File: config.mk
export PLATFORM = sky130hd
export DESIGN_NAME = cmd_frame_tx
export DESIGN_NICKNAME = d
export VERILOG_FILES = /design/src/rtl/sdio_uart_pkg.sv /design/src/rtl/cmd_fifo.sv /design/src/rtl/cmd_frame_tx.sv
export SDC_FILE = /design/constraint.sdc
export NUM_CORES = 1
export LEC_CHECK = 0
export CORE_ASPECT_RATIO = 1.25
export CORE_MARGIN = 2
export CORE_UTILIZATION = 45
export CTS_BUF_LIST = sky130_fd_sc_hd__clkbuf_4 sky130_fd_sc_hd__clkbuf_8
export DETAILED_ROUTE_END_ITERATION = 7
export PLACE_DENSITY = 0.65
export SYNTH_ARGS = -nofsm -noshare
export SYNTH_HDL_FRONTEND = slang
export SYNTH_HIERARCHICAL = 1
export SYNTH_SLANG_ARGS = --single-unit
File: constraint.sdc
create_clock -name clk -period 14.6 [get_ports clk]
set_input_delay 1.46 -clock clk [delete_from_list [all_inputs] [get_ports clk]]
set_output_delay 1.46 -clock clk [all_outputs]
set_load 0.02 [all_outputs]
File: src/rtl/sdio_uart_pkg.sv
// Shared definitions for the command-frame UART transmitter.
// Holds the TX FSM state encoding, the default header/trailer bytes, the
// default long-command mask, the queue entry layout/width and the maximum
// frame length, plus the helper that classifies a command as long or short.
package sdio_uart_pkg;

    typedef enum logic [1:0] {
        ST_IDLE = 2'd0,
        ST_LOAD = 2'd1,
        ST_SEND = 2'd2,
        ST_GAP  = 2'd3
    } tx_state_t;

    localparam logic [7:0]  HDR_DEFAULT       = 8'hF0;
    localparam logic [7:0]  TRL_DEFAULT       = 8'hFF;
    // Command indices 17, 18, 24 and 25 are long by default.
    localparam logic [63:0] LONG_MASK_DEFAULT = 64'h0000_0000_0306_0000;

    localparam int ENTRY_W   = 40;
    localparam int MAX_FRAME = 7;
    localparam int IDX_W     = 3;

    typedef struct packed {
        logic [7:0]  cmd;
        logic [31:0] arg;
    } cmd_entry_t;

    // Long commands live in the 0..63 index space (cmd[7:6] == 0) and are
    // selected individually by the mask.
    function automatic logic cmd_is_long(input logic [7:0]  cmd,
                                         input logic [63:0] mask);
        return (cmd[7:6] == 2'b00) && mask[cmd[5:0]];
    endfunction

endpackage

File: src/rtl/cmd_fifo.sv
// Synchronous command queue, DEPTH entries of WIDTH bits.
// Ports:
//   clk, rst      - clock, synchronous active-high reset (pointers/count only)
//   push, wr_data - write request and data; ignored while full
//   pop           - read request; ignored while empty
//   rd_data       - head entry (combinational read of the head slot)
//   level         - occupancy, 0..DEPTH
//   full, empty   - occupancy flags
module cmd_fifo
    import sdio_uart_pkg::*;
#(
    parameter int DEPTH = 4,
    parameter int WIDTH = ENTRY_W
) (
    input  logic                     clk,
    input  logic                     rst,
    input  logic                     push,
    input  logic [WIDTH-1:0]         wr_data,
    input  logic                     pop,
    output logic [WIDTH-1:0]         rd_data,
    output logic [$clog2(DEPTH):0]   level,
    output logic                     full,
    output logic                     empty
);

    localparam int AW = $clog2(DEPTH);

    logic [WIDTH-1:0] mem [DEPTH];
    logic [AW-1:0]    wr_ptr;
    logic [AW-1:0]    rd_ptr;
    logic [AW:0]      count;
    logic             do_push;
    logic             do_pop;

    // Fullness is judged before the edge, so a push into a full queue is
    // refused even when a pop happens on the same edge.
    assign full    = (count == (AW+1)'(DEPTH));
    assign empty   = (count == '0);
    assign do_push = push && !full;
    assign do_pop  = pop && !empty;
    assign rd_data = mem[rd_ptr];
    assign level   = count;

    // Pointers are exactly AW bits wide, so DEPTH being a power of two makes
    // them wrap modulo DEPTH for free.
    always_ff @(posedge clk) begin
        if (rst) begin
            wr_ptr <= '0;
            rd_ptr <= '0;
            count  <= '0;
        end else begin
            if (do_push) wr_ptr <= wr_ptr + 1'b1;
            if (do_pop)  rd_ptr <= rd_ptr + 1'b1;
            case ({do_push, do_pop})
                2'b10:   count <= count + 1'b1;
                2'b01:   count <= count - 1'b1;
                default: count <= count;
            endcase
        end
    end

    always_ff @(posedge clk) begin
        if (do_push) mem[wr_ptr] <= wr_data;
    end

endmodule

File: src/rtl/cmd_frame_tx.sv
// Command-to-UART framer. Each falling edge of finsh_i queues the current
// {cmd_dat_i, arg_i}; queued commands are sent one byte per UART write
// strobe, either as the bare command byte (short) or as
// HDR, cmd, ARG_BYTES argument bytes MSB first, TRL (long).
// Ports:
//   clk, rst    - clock, synchronous active-high reset
//   finsh_i     - command-complete flag; high->low marks a new command
//   cmd_dat_i   - command byte, arg_i - 32-bit argument
//   txfull      - UART TX FIFO full; holds the current byte back
//   txen, dat_o - one-cycle write strobe and its byte (dat_o holds otherwise)
//   busy_o      - frame in progress or queue non-empty
//   level_o     - queue occupancy
//   overflow_o  - sticky drop flag, cleared by clr_ovf_i (a drop wins)
module cmd_frame_tx
    import sdio_uart_pkg::*;
#(
    parameter int          DEPTH     = 4,
    parameter int          ARG_BYTES = 4,
    parameter logic [7:0]  HDR       = HDR_DEFAULT,
    parameter logic [7:0]  TRL       = TRL_DEFAULT,
    parameter logic [63:0] LONG_MASK = LONG_MASK_DEFAULT
) (
    input  logic                   clk,
    input  logic                   rst,
    input  logic                   finsh_i,
    input  logic [7:0]             cmd_dat_i,
    input  logic [31:0]            arg_i,
    input  logic                   txfull,
    output logic                   txen,
    output logic [7:0]             dat_o,
    output logic                   busy_o,
    output logic [$clog2(DEPTH):0] level_o,
    output logic                   overflow_o,
    input  logic                   clr_ovf_i
);

    logic       finsh_p1;
    logic       cmd_evt;
    logic       fifo_full;
    logic       fifo_empty;
    logic       fifo_pop;
    cmd_entry_t wr_entry;
    cmd_entry_t head;

    tx_state_t        state_q, state_d;
    logic [IDX_W-1:0] idx_q, idx_d;
    logic [IDX_W-1:0] len_q, len_d;
    logic [7:0]       frame_q [8];
    logic [7:0]       frame_d [8];
    logic             txen_d;
    logic [7:0]       dat_d;
    logic [31:0]      arg_sh;

    // ---- Stage: command capture (finsh_i falling edge) ----
    assign cmd_evt  = finsh_p1 && !finsh_i;
    assign wr_entry = '{cmd: cmd_dat_i, arg: arg_i};

    always_ff @(posedge clk) begin
        if (rst) finsh_p1 <= 1'b0;
        else     finsh_p1 <= finsh_i;
    end

    cmd_fifo #(
        .DEPTH (DEPTH),
        .WIDTH (ENTRY_W)
    ) u_fifo (
        .clk     (clk),
        .rst     (rst),
        .push    (cmd_evt),
        .wr_data (wr_entry),
        .pop     (fifo_pop),
        .rd_data (head),
        .level   (level_o),
        .full    (fifo_full),
        .empty   (fifo_empty)
    );

    always_ff @(posedge clk) begin
        if (rst)                        overflow_o <= 1'b0;
        else if (cmd_evt && fifo_full)  overflow_o <= 1'b1;
        else if (clr_ovf_i)             overflow_o <= 1'b0;
    end

    // ---- Stage: frame build and byte sequencing ----
    // Left-justify the used argument bytes so byte i of the argument field
    // is always arg_sh[31-8i -: 8] regardless of ARG_BYTES.
    assign arg_sh = head.arg << (8 * (4 - ARG_BYTES));

    always_comb begin
        state_d  = state_q;
        idx_d    = idx_q;
        len_d    = len_q;
        frame_d  = frame_q;
        txen_d   = 1'b0;
        dat_d    = dat_o;
        fifo_pop = 1'b0;

        case (state_q)
            ST_IDLE: begin
                if (!fifo_empty) state_d = ST_LOAD;
            end
            ST_LOAD: begin
                fifo_pop = 1'b1;
                idx_d    = '0;
                if (cmd_is_long(head.cmd, LONG_MASK)) begin
                    frame_d[0] = HDR;
                    frame_d[1] = head.cmd;
                    for (int i = 0; i < 4; i++) begin
                        if (i < ARG_BYTES) frame_d[2+i] = arg_sh[31-8*i -: 8];
                    end
                    frame_d[ARG_BYTES+2] = TRL;
                    len_d = IDX_W'(ARG_BYTES + 3);
                end else begin
                    frame_d[0] = head.cmd;
                    len_d      = IDX_W'(1);
                end
                state_d = ST_SEND;
            end
            ST_SEND: begin
                if (!txfull) begin
                    txen_d  = 1'b1;
                    dat_d   = frame_q[idx_q];
                    state_d = ST_GAP;
                end
            end
            ST_GAP: begin
                // Mandatory low cycle after every strobe keeps txen from
                // ever being high on consecutive cycles.
                idx_d = idx_q + 3'd1;
                if (idx_q == len_q - 3'd1) state_d = ST_IDLE;
                else                       state_d = ST_SEND;
            end
            default: state_d = ST_IDLE;
        endcase
    end

    // ---- Stage: registered UART write interface ----
    always_ff @(posedge clk) begin
        if (rst) begin
            state_q <= ST_IDLE;
            idx_q   <= '0;
            len_q   <= '0;
            txen    <= 1'b0;
            dat_o   <= 8'h00;
        end else begin
            state_q <= state_d;
            idx_q   <= idx_d;
            len_q   <= len_d;
            txen    <= txen_d;
            dat_o   <= dat_d;
        end
    end

    always_ff @(posedge clk) begin
        frame_q <= frame_d;
    end

    assign busy_o = !rst && ((state_q != ST_IDLE) || !fifo_empty);

endmodule

==> results of run 1 <==
==> synth_stat cells (2+ instances only) <==
master     instances
edfxtp_1         208
buf_4              2
o21a_1             2
clkbuf_1           4
inv_1             19
xor2_1             4
nor2b_1            6
or3_1              4
buf_2              8
xnor2_1            2
o221ai_1           8
o2bb2ai_1          8
nor3_1             4
a21oi_1            8
nor2_1            10
nand2b_1          12
and2_1             4
o21ai_0            5
buf_12             4
dfxtp_1           27
mux4_2            48
buf_6              3
or2_2              3
nand3b_1           8
nand2_1            6
ha_1               7
==> registers in the layout, summed over array words and instances, names as in the netlist, named ones only <==
name	count
overflow_o	1
dat_o	8
u_fifo/mem	160
u_fifo/level	3
u_fifo/wr_ptr	2
state_q	2
u_fifo/rd_ptr	2
finsh_p1	1
frame_q	48
txen	1
idx_q	3
len_q	2
==> report_power, final <==
part	total [mW]	switching (mW)	internal [mW]
clock network	0.491	0.234	0.257
logic	0.0776	0.0383	0.0393
registers	0.756	0.00963	0.746
total	1.32	0.282	1.04
==> through the flow <==
| stage | hold slack, ps | setup slack (ps) | instance area, um2 | utilization |
|---|---|---|---|---|
| floorplan | 459 | 9870 | 8990 | - |
| global placement | 472 | 10260 | 9750 | 0.499 |
| detailed placement | 495 | 10220 | 9750 | 0.499 |
| CTS | 503 | 10220 | 10400 | 0.532 |
| global route | 543 | 10180 | 10400 | 0.532 |
| finish | 494 | 10220 | 10400 | 0.532 |
==> cell type report <==
cell class	instances	area (um2)	area share
sequential	235	6790	0.653
multi-input combinational	166	1950	0.187
timing repair buffer	62	611	0.0587
clock buffer	47	572	0.0550
tap	265	332	0.0319
clock inverter	16	80.1	0.00770
inverter	19	71.3	0.00686
==> metal layers <==
metal,vias up,GRT usage,routed length [um]
li1,1920,-,-
met1,2154,0.185,6240
met2,91,0.265,8070
met3,32,0.0303,604
met4,0,0.0585,462
met5,-,0,0
==> final timing paths <==
path                    start                to  depth (start not counted)
min reg2reg  u_fifo/rd_ptr[1]  u_fifo/rd_ptr[1]                          2
max                       rst            busy_o                          4
min          u_fifo/rd_ptr[1]  u_fifo/rd_ptr[1]                          2
max reg2reg              flop       frame_q[31]                          6
==> worst register-to-register path, stage by stage, from the launching register on <==
cell,delay [ps]
dfxtp_2,310
buf_4,650
mux4_2,650
nor3_1,260
nand2_1,170
nor3_2,170
buf_4,460
==> cell families after synthesis <==
logic type | count (synthesis) | share of synthesized area
buffers and inverters | 42 | 0.0294
AO/OA/AOI/OAI | 33 | 0.0269
AND/OR/NAND/NOR | 69 | 0.0482
multiplexers | 50 | 0.123
XOR/XNOR | 6 | 0.00585
flip-flops | 235 | 0.755
adder cells (fa/ha/maj) | 8 | 0.0120
==> cell usage in the layout (no fill, tap or decap), drive strengths merged, types with 2 or more instances in the layout <==
master / n
or2: 4
buf: 4
inv: 20
nor2b: 6
nand3b: 8
edfxtp: 208
clkinvlp: 3
mux4: 48
and2: 4
o2bb2ai: 8
ha: 7
clkdlybuf4s50: 58
xor2: 4
or3: 4
nand2b: 12
xnor2: 2
o221ai: 8
o21a: 2
dfxtp: 27
nand2: 6
nor3: 5
a21oi: 8
nor2: 11
o21ai: 5
clkbuf: 47
clkinv: 12
==> results.toml, run 1 <==
[place]
dp.cells = 747
place_hpwl_mm = 9.07
routabilityCongestion = 0.777
numPortBuffers = 58

[worst_setup_path]
slowest_stage = "clkdlybuf4s50_1"
crit_path_end_kind = "output pin"
path_cells = "clkdlybuf4s50_1 -> buf_4 -> a21oi_1 -> clkdlybuf4s50_1"
path_max_fanout = 28
critPathMaxStageDelay_ps = 630
critical-path-top-delay-family = "buffers and inverters"
cp.arrival_ps = 2920
cpMostUsedCell = "clkdlybuf4s50_1"
path_buf_inv = 3
path_class = "in -> out"
required_ps = 13140
cp-start-kind = "input port"
reg2reg_slack_ps = 11550

[clocking]
cts_tree = "yes"
clk_latency_ps = 510
clk_pin_slew_worst_paths_ps = 60
clockRootBuffer = "clkbuf_8"
clockBufferDepth = 3
cts_resized = 0
cts_post_setup_buffers_inserted = 0
clock-sinks = 235
htreeDepth = 2
cts_hold_buf = 0
numCtsBuffers = 35

[sta]
setup_viol = 0
max-slew-margin-rel = 0.210
slew_violations = 0
clock.fmax_ghz = 0.229
final_hold_viol_count = 0
fin_worst_skew_ps = 10.5
tightestPinTransition_ps = 1190
rsz0062_at_grt = "false"
period_minus_slack_ps = 4380
fin_tns_setup_ps = 0
final.period_utilization = 0.300

[floorplan]
die_w_um = 130
fp-row-count = 57
core-area_um2 = 19500
start_util = 0.460
die_area_um2 = 21100
io_pins = 59
dieHeight_um = 162

[logic_synthesis]
ys_ff_latch = 235
synthArstFlopShare = 0
syn_nets = 496
synth_edf_count = 208
syn_area_per_cell_um2 = 20.3
yosysTopAreaCell = "edfxtp_1"
syn_area_um2 = 8990
yosysWarnings = 6
postSynthCellCount = 443
synthFlopType = "edfxtp_1"
synth_cell_type_count = 45
netlist.area_leader.share = 0.695
synth.yosys.seq_area_share = 0.755
yosys-top-cells-area = "edfxtp_1, mux4_2, dfxtp_1, ha_1, buf_12"

[worst_hold_path]
hold_class = "reg -> reg"

[route]
drt-total-wl_mm = 15.4
via_per_inst = 5.18
ant_nets = 0
vias = 4197
firstDrtPassIters = 4
avgRoutedWirePerCell_um = 19.0
initialDrtViolationCount = 302
drc = 0

[global_routing]
grt_pass1_wl_mm = 24.0
grt_max_degree = 41
overflow = 0
gr-usage-all-layers = 0.152
antenna_found_initial = 0
grt_pass1_vias = 4479

[power_and_ir_drop]
vdd_ir_drop_max_mv = 0.0544
power_density_nw_per_um2 = 127
total_power_mw = 1.32
p_leak_nw = 3.26

[layout]
diodes = 0
drive_gt1_frac = 0.222
final_nets = 572
area_growth_pct = 15.7
n_fill_cell = 1544
finalNonFillerCells = 810

[status]
status = "complete, no violations"

[job]
maxCapViolations = 0
Note: power is estimated with default switching activity, not from simulation.
==> inputs of run 2 (changes only) <==
==> constraint.sdc (replaced) <==
create_clock -name clk -period 4.46 [get_ports clk]
set_input_delay 0.446 -clock clk [delete_from_list [all_inputs] [get_ports clk]]
set_output_delay 0.446 -clock clk [all_outputs]
set_load 0.02 [all_outputs]
==> run 2 against run 1 <==
Power increased to 3.3 times the previous value. Critical path depth increased by 1. Register-to-register slack got worse by 10000 ps. Utilization increased by 0.35 points. Cell area increased by 0.65%. Highest routed layer unchanged.
==> results.toml, run 2 (synthesis gave the netlist of run 1 again) <==
[layout]
multi_input_area_um2 = 1950
largest_register_ffs = 160
stdcell_area_um2 = 10500
layout_commonest_cell = "edfxtp_1"
finalNonFillerCells = 816
final_nets = 581
area_growth_pct = 16.5
diodes = 0
layout_common_cells = "edfxtp_1, clkdlybuf4s50_1, mux4_2, clkbuf_8, dfxtp_1"
regMostFlops = "u_fifo/mem"
final_core_util = 0.536
regArea_um2 = 6790
n_fill_cell = 1523
largest_registers = "u_fifo/mem: 160 flops, frame_q: 48 flops, dat_o: 8 flops"
drive_gt1_frac = 0.232

[clocking]
cts_hold_buf = 0
numCtsBuffers = 36
clockBufferDepth = 3
clockRootBuffer = "clkbuf_8"
clk_latency_ps = 510
htreeDepth = 2
cts_resized = 0
cts_tree = "yes"
cts_post_setup_buffers_inserted = 0
clk_pin_slew_worst_paths_ps = 60
clock-sinks = 235

[route]
initialDrtViolationCount = 288
drc = 0
avgRoutedWirePerCell_um = 20.3
ant_nets = 0
via_per_inst = 5.19
vias = 4232
firstDrtPassIters = 4
drt-total-wl_mm = 16.6

[worst_setup_path]
path_class = "reg -> reg"
critical-path-top-delay-family = "flip-flops"
crit_path_end_kind = "flop"
cp.arrival_ps = 3000
cp-start-kind = "flop"
path_buf_inv = 1
slowest_stage = "dfxtp_2"
required_ps = 4590
path_cells = "mux4_2 -> nor3_1 -> nand2_1 -> nor3_4 -> buf_4"
path_max_fanout = 40
critPathMaxStageDelay_ps = 760

[sta]
fin_worst_skew_ps = 18.6
rsz0062_at_grt = "false"
clock.fmax_ghz = 0.349
fin_tns_setup_ps = 0
final_hold_viol_count = 0
period_minus_slack_ps = 2870
timing.final.ws_setup_ps = 1590
max-slew-margin-rel = 0.324
setup_viol = 0
tightestPinTransition_ps = 1010
holdWs_ps = 519
final.period_utilization = 0.643
slew_violations = 0

[global_routing]
overflow = 0
top_usage_layer = "met2"
gr-usage-met3 = 0.0257
antenna_found_initial = 0
grt_pass1_vias = 4725
use_met1 = 0.205
grt_pass1_wl_mm = 26.1
gr-usage-all-layers = 0.166
use_met2 = 0.294
grt_max_degree = 41

[place]
routabilityCongestion = 0.758
dp.cells = 755
place_hpwl_mm = 10.7
place_area_um2 = 9810
post-place-ws_ps = 1540
numPortBuffers = 58

[power_and_ir_drop]
p_sw_frac = 0.214
p_int_mw = 3.42
p_leak_nw = 3.31
vdd_ir_drop_max_mv = 0.190
power_density_nw_per_um2 = 416
total_power_mw = 4.35
power_frac_comb = 0.059
clkPwrFrac = 0.371
seq_power_share = 0.570
p_sw_mw = 0.930

[floorplan]
dieHeight_um = 162
core-area_um2 = 19500
io_pins = 59
die_w_um = 130
fp-row-count = 57
die_area_um2 = 21100
start_util = 0.460

[job]
maxCapViolations = 0

[worst_hold_path]
hold_class = "reg -> reg"

[status]
status = "complete, no violations"
## run 2: layout make-up
cell class                      instances  share of cell area
Inverter                               19             0.00681
Clock inverter                         16             0.00741
Multi-Input combinational cell        166               0.187
Clock buffer                           45              0.0550
Timing Repair Buffer                   70              0.0641
Tap cell                              265              0.0317
Sequential cell                       235               0.648
## run 2: final timing paths
kind / slack (ps) / endpoint / depth (start not counted) / startpoint
worst max register to register: 1590 / frame_q[18] / 5 / flop
worst max-delay path: 1590 / frame_q[18] / 5 / flop
worst min-delay path: 520 / dat_o[6] / 2 / dat_o[6]
worst min register to register: 520 / dat_o[6] / 2 / dat_o[6]
## run 2: power by group through the flow
stage / sequential, mW / combinational (mW) / clock, mW
6_report: 2.48 / 0.256 / 1.61
5_1_grt: 2.49 / 0.279 / 1.76
4_1_cts: 2.48 / 0.259 / 1.66
3_5_place_dp: 2.53 / 0.258 / 0
3_3_place_gp: 2.53 / 0.251 / 0
2_1_floorplan: 2.51 / 0.169 / 0
## run 2: metal layers
layer	up-vias	wire length, um
li1	1941	-
met1	2164	6670
met2	100	8940
met3	27	596
met4	0	362
met5	-	0
## run 2: worst reg2reg max path: cells and delay by family (launching register included)
kind | cells | cell delay (ps)
buf+inv | 1 | 450
mux | 1 | 620
simple gates | 3 | 660
flops | 1 | 760
